--- src/rtl/ac_seq_mul8_ctrl.sv ---
// Sequencer for an 8x8 approximate product on one shared 4x4 core: issues the
// LL/LH/HL/HH nibble quadrants over four cycles and shift-accumulates the partials.
module ac_seq_mul8_ctrl #(
  parameter logic [3:0] QMODE     = 4'b0011,
  parameter bit         ZERO_SKIP = 1'b1
) (
  input  logic        clk,
  input  logic        rst,
  input  logic        in_valid,
  output logic        in_ready,
  input  logic [7:0]  in_a,
  input  logic [7:0]  in_b,
  output logic        out_valid,
  input  logic        out_ready,
  output logic [15:0] out_prod,
  output logic        core_en,
  output logic [3:0]  core_a,
  output logic [3:0]  core_b,
  output logic        core_sel,
  input  logic [7:0]  core_prod,
  output logic        busy
);

  typedef enum logic [2:0] {IDLE, Q_LL, Q_LH, Q_HL, Q_HH, DONE} state_t;

  state_t      state;
  logic [7:0]  a_r;
  logic [7:0]  b_r;
  logic [16:0] acc;
  logic [16:0] addend;
  logic [16:0] acc_sum;
  logic        zero_op;

  always_comb begin
    addend = '0;
    case (state)
      Q_LL:       addend = {9'b0, core_prod};
      Q_LH, Q_HL: addend = {5'b0, core_prod, 4'b0};
      Q_HH:       addend = {1'b0, core_prod, 8'b0};
      default:    addend = '0;
    endcase
    acc_sum = acc + addend;
    zero_op = ZERO_SKIP && ((in_a == 8'h00) || (in_b == 8'h00));
  end

  // Core strobes are registered one state ahead, so they line up with the state
  // that consumes core_prod; out_prod latches the final sum and persists past DONE.
  always_ff @(posedge clk) begin
    if (rst) begin
      state     <= IDLE;
      a_r       <= '0;
      b_r       <= '0;
      acc       <= '0;
      out_prod  <= '0;
      in_ready  <= 1'b1;
      out_valid <= 1'b0;
      busy      <= 1'b0;
      core_en   <= 1'b0;
      core_a    <= '0;
      core_b    <= '0;
      core_sel  <= 1'b0;
    end else begin
      case (state)
        IDLE: begin
          if (in_valid) begin
            a_r      <= in_a;
            b_r      <= in_b;
            acc      <= '0;
            in_ready <= 1'b0;
            busy     <= 1'b1;
            if (zero_op) begin
              state     <= DONE;
              out_prod  <= '0;
              out_valid <= 1'b1;
            end else begin
              state    <= Q_LL;
              core_en  <= 1'b1;
              core_a   <= in_a[3:0];
              core_b   <= in_b[3:0];
              core_sel <= QMODE[0];
            end
          end
        end
        Q_LL: begin
          acc      <= acc_sum;
          state    <= Q_LH;
          core_a   <= a_r[3:0];
          core_b   <= b_r[7:4];
          core_sel <= QMODE[1];
        end
        Q_LH: begin
          acc      <= acc_sum;
          state    <= Q_HL;
          core_a   <= a_r[7:4];
          core_b   <= b_r[3:0];
          core_sel <= QMODE[2];
        end
        Q_HL: begin
          acc      <= acc_sum;
          state    <= Q_HH;
          core_a   <= a_r[7:4];
          core_b   <= b_r[7:4];
          core_sel <= QMODE[3];
        end
        Q_HH: begin
          acc       <= acc_sum;
          out_prod  <= acc_sum[15:0];
          state     <= DONE;
          out_valid <= 1'b1;
          core_en   <= 1'b0;
          core_a    <= '0;
          core_b    <= '0;
          core_sel  <= 1'b0;
        end
        DONE: begin
          if (out_ready) begin
            state     <= IDLE;
            out_valid <= 1'b0;
            in_ready  <= 1'b1;
            busy      <= 1'b0;
          end
        end
        default: begin
          state     <= IDLE;
          out_valid <= 1'b0;
          in_ready  <= 1'b1;
          busy      <= 1'b0;
          core_en   <= 1'b0;
          core_a    <= '0;
          core_b    <= '0;
          core_sel  <= 1'b0;
        end
      endcase
    end
  end

endmodule

--- config.mk ---
export PLATFORM = sky130hd
export DESIGN_NAME = ac_seq_mul8_ctrl
export DESIGN_NICKNAME = d
export VERILOG_FILES = /design/src/rtl/ac_seq_mul8_ctrl.sv
export SDC_FILE = /design/constraint.sdc
export NUM_CORES = 1
export LEC_CHECK = 0
export CELL_PAD_IN_SITES_DETAIL_PLACEMENT = 0
export CELL_PAD_IN_SITES_GLOBAL_PLACEMENT = 1
export CORE_MARGIN = 5
export CORE_UTILIZATION = 40
export DETAILED_ROUTE_END_ITERATION = 8
export GPL_TIMING_DRIVEN = 0
export PLACE_DENSITY_LB_ADDON = 0.1
export SYNTH_ARGS = -nofsm -noshare
export SYNTH_HDL_FRONTEND = slang
export SYNTH_SLANG_ARGS = --single-unit
--- constraint.sdc ---
create_clock -name clk -period 3.6 [get_ports clk]
set_input_delay 1.08 -clock clk [delete_from_list [all_inputs] [get_ports clk]]
set_output_delay 1.08 -clock clk [all_outputs]
set_load 0.03 [all_outputs]
==> results.sh <==
export IMPL_status="complete, no violations"
export IMPL_seq_area_um2=1281
export IMPL_num_vias=3091
export IMPL_clkSlewWorstSetupHoldPaths_ns=0.07
export IMPL_h_tree_depth=3
export IMPL_io_pin_count=57
export IMPL_core_rowCount=33
export IMPL_grt_total_usage=0.1916
export IMPL_skew_ns=0.009914
export IMPL_vdd_drop_max_mv=0.2919
export IMPL_synth_edf_count=0
export IMPL_wl_per_cell_um=16.88
export IMPL_overflow=0
export IMPL_finalNonFillerCells=557
export IMPL_cts_tree="built"
export IMPL_drt_iter0_drc=111
export IMPL_cts_resized=0
export IMPL_chipWidth_um=101.0
export IMPL_grt_pass1_vias=3139
export IMPL_worst_pin_slew_ns=0.6457
export IMPL_maxCapViolations=0
export IMPL_grt_max_degree=11
export IMPL_syn2layout_area_growth_pct=27.00
export IMPL_clock_power_share=0.252
export IMPL_start_kind="input port"
export IMPL_cts_root_buf="clkbuf_8"
export IMPL_r2r_start="state[2]"
export IMPL_postSynthAreaPerCell_um2=8.651
export IMPL_hold_path_end="a_r[0]"
export IMPL_ys_warn_count=0
export IMPL_drive_gt1_frac=0.06858
export IMPL_power_frac_seq=0.349
export IMPL_r2r_slack_ns=0.33
export IMPL_critPathRequiredTime_ns=3.84
export IMPL_drt_pass1_iter_count=4
export IMPL_holdPathStages=2
export IMPL_worst_setup_path_end_kind="flop"
export IMPL_synth_nets=427
export IMPL_p_int_mw=1.542
export IMPL_path_class="input port to flop"
export IMPL_switching_share=0.3877
export IMPL_synth_seq_cells=64
export IMPL_n_antenna_cell=0
export IMPL_viasPerCell=5.549
export IMPL_synthCells=383
export IMPL_async_flop_share=0
export IMPL_post_cts_buffers=0
export IMPL_antenna_found_initial=0
export IMPL_hp_start="a_r[0]"
export IMPL_place_congestion=0.8302
export IMPL_synth_cell_type_count=49
export IMPL_min_path_type="flop to flop"
export IMPL_core_area_um2=8134
export IMPL_setup_slack_ns=0.1781
export IMPL_final_period_utilization=0.9505
export IMPL_final_net_count=493
export IMPL_postCtsHoldBufs=0
export IMPL_die_h_um=101.0
export IMPL_detailedPlace_worstSlack_ns=-0.2137
export IMPL_initial_core_util=0.4073
export IMPL_setup_viol=0
export IMPL_synth_area_um2=3313
export IMPL_ys_flop_type="dfxtp_1"
export IMPL_clock_path_buffers=2
export IMPL_finalCriticalPeriod_ns=3.422
export IMPL_clk_latency_ns=0.34
export IMPL_grt_pass1_wl_um=15330
export IMPL_rsz0062_at_grt="no"
export IMPL_relSlewSlack=0.5667
export IMPL_p_leak_nw=1.629
export IMPL_wirelength_um=9401
export IMPL_cp_data_arrival_time_ns=3.66
export IMPL_worstRegToRegCells=11
export IMPL_p_comb_frac=0.399
export IMPL_ant_nets=0
export IMPL_hold_viol=0
export IMPL_met2_usage=0.3246
export IMPL_dp_cells=544
export IMPL_grtUsageMet1=0.2430
export IMPL_ys_seq_area_frac=0.3867
export IMPL_cts_inserted_buffers=9
export IMPL_r2r_end="acc[10]"
export IMPL_final_fill_count=802
export IMPL_numPortBuffers=56
export IMPL_drc_errors=0
export IMPL_critPathMaxFanout=3
export IMPL_place_detailed_hpwl_um=7135
export IMPL_grt_busiest_layer="met2"
export IMPL_clock_sinks=64
export IMPL_met3_usage=0.04637
export IMPL_finalPower_mw=2.518
export IMPL_multiInputGateArea_um2=1923
export IMPL_die_area_um2=10200
export IMPL_fmax_ghz=0.2922
export IMPL_final_max_slew_viol_count=0
export IMPL_p_switching_mw=0.9762
export IMPL_power_density_nw_per_um2=598.4
kinds of logic (layout without fill, tap and decap cells):
| group | count (synthesis) | in the layout | share of synthesized area |
|---|---|---|---|
| xor gates and xnor gates | 16 | 16 | 0.04229 |
| buffers and inverters | 30 | 99 | 0.03626 |
| AOI/OAI and AO/OA | 131 | 131 | 0.2829 |
| adders and majority gates | 16 | 16 | 0.06269 |
| muxes | 8 | 8 | 0.02568 |
| DFF | 64 | 64 | 0.3867 |
| and+or+nand+nor | 118 | 118 | 0.1635 |
cell usage in the layout (no fill, tap or decap), types with 2 or more instances in the layout:
master           synthesis  final
buf_1                    6      6
a211oi_1                 5      5
clkdlybuf4s50_1          0     56
and3_1                   5      5
a31oi_1                  2      2
o31ai_1                  2      2
and2_1                   6      6
a221oi_1                 4      4
clkbuf_8                 0     11
mux2_2                   4      4
xnor2_1                 11     11
inv_1                    7      7
o2bb2ai_1                9      9
a21o_1                   4      4
mux2i_1                  4      4
a21oi_1                 38     38
o21bai_1                 2      2
nor2_1                  29     29
a2111oi_0                2      2
dfxtp_1                 64     64
nor2b_1                  4      4
nand2b_1                 2      2
a32o_1                   4      4
a22o_1                  20     20
a311oi_1                 3      3
nor3_1                   4      4
clkbuf_1                11      9
o21ai_0                 12     12
buf_2                    6      6
nand2_1                 50     50
a22oi_1                 12     12
nor4_1                   5      5
nand4_1                  2      2
ha_1                    15     15
nand3_1                  5      5
xor2_1                   5      5
o21ai_1                  3      3
a2bb2oi_1                3      3
worst max-delay path: stages:
cell	delay, ns
clkdlybuf4s50_1	0.47
and2_1	0.18
ha_1	0.22
fa_1	0.41
a21o_1	0.22
a221oi_4	0.30
o21ai_0	0.21
a211oi_1	0.27
nor2_1	0.10
a22o_1	0.20
state kept, by name, indices dropped and copies added, names as in the netlist:
signal and cells:
out_valid 1, core_a 4, core_b 4, busy 1, b_r 8, in_ready 1
a_r 8, core_en 1, state 3, acc 16, core_sel 1, out_prod 16
power by group through the flow:
stage / Clock, mW / Sequential (mW) / Combinational, mW
final: 0.634 / 0.878 / 1.01
after global routing: 0.675 / 0.890 / 1.11
after CTS: 0.646 / 0.878 / 1.01
after detailed placement: 0 / 0.892 / 1.00
after global placement: 0 / 0.892 / 0.994
after floorplan: 0 / 0.956 / 0.618
layer usage:
layer | wire (um) | vias to the layer above | part of all wire
li1 | - | 1545 | -
met1 | 4288 | 1457 | 0.46
met2 | 4462 | 79 | 0.47
met3 | 520 | 10 | 0.055
met4 | 129 | 0 | 0.014
met5 | 0 | - | 0
layout make-up:
type	count	share of cell area
sequential	64	0.3045
buffer	22	0.02171
multi-input combinational	289	0.4570
timing repair buffer	56	0.1332
clock inverter	3	0.01011
inverter	7	0.006244
tap	105	0.03122
clock buffer	11	0.03598
cell usage after synthesis (7+ instances only):
cell       count  share of area
a21oi_1       38          0.057
nand2_1       50          0.057
dfxtp_1       64           0.39
inv_1          7         0.0079
nor2_1        29          0.033
xnor2_1       11          0.029
o21ai_0       12          0.018
clkbuf_1      11          0.012
a22o_1        20          0.053
o2bb2ai_1      9          0.024
ha_1          15          0.057
a22oi_1       12          0.027
how the worst max path moves through the flow:
stage / from / to / cells past startpoint
2_1_floorplan: core_prod[0] / acc[10] / 9
3_3_place_gp: core_prod[0] / acc[10] / 10
3_5_place_dp: core_prod[0] / acc[10] / 10
4_1_cts: state[2] / acc[10] / 14
5_1_grt: core_prod[0] / acc[10] / 10
6_report: core_prod[0] / acc[10] / 10
through the flow:
step	util	TNS (ns)	hold slack, ns	area [um2]
2_1_floorplan	-	0	0.4329	3313
3_3_place_gp	0.4924	-1.501	0.4391	4005
3_5_place_dp	0.4924	-1.091	0.4457	4005
4_1_cts	0.5162	0	0.4577	4199
5_1_grt	0.5173	0	0.4721	4208
6_report	0.5173	0	0.4551	4208
Power figures use the tool's default switching activity.
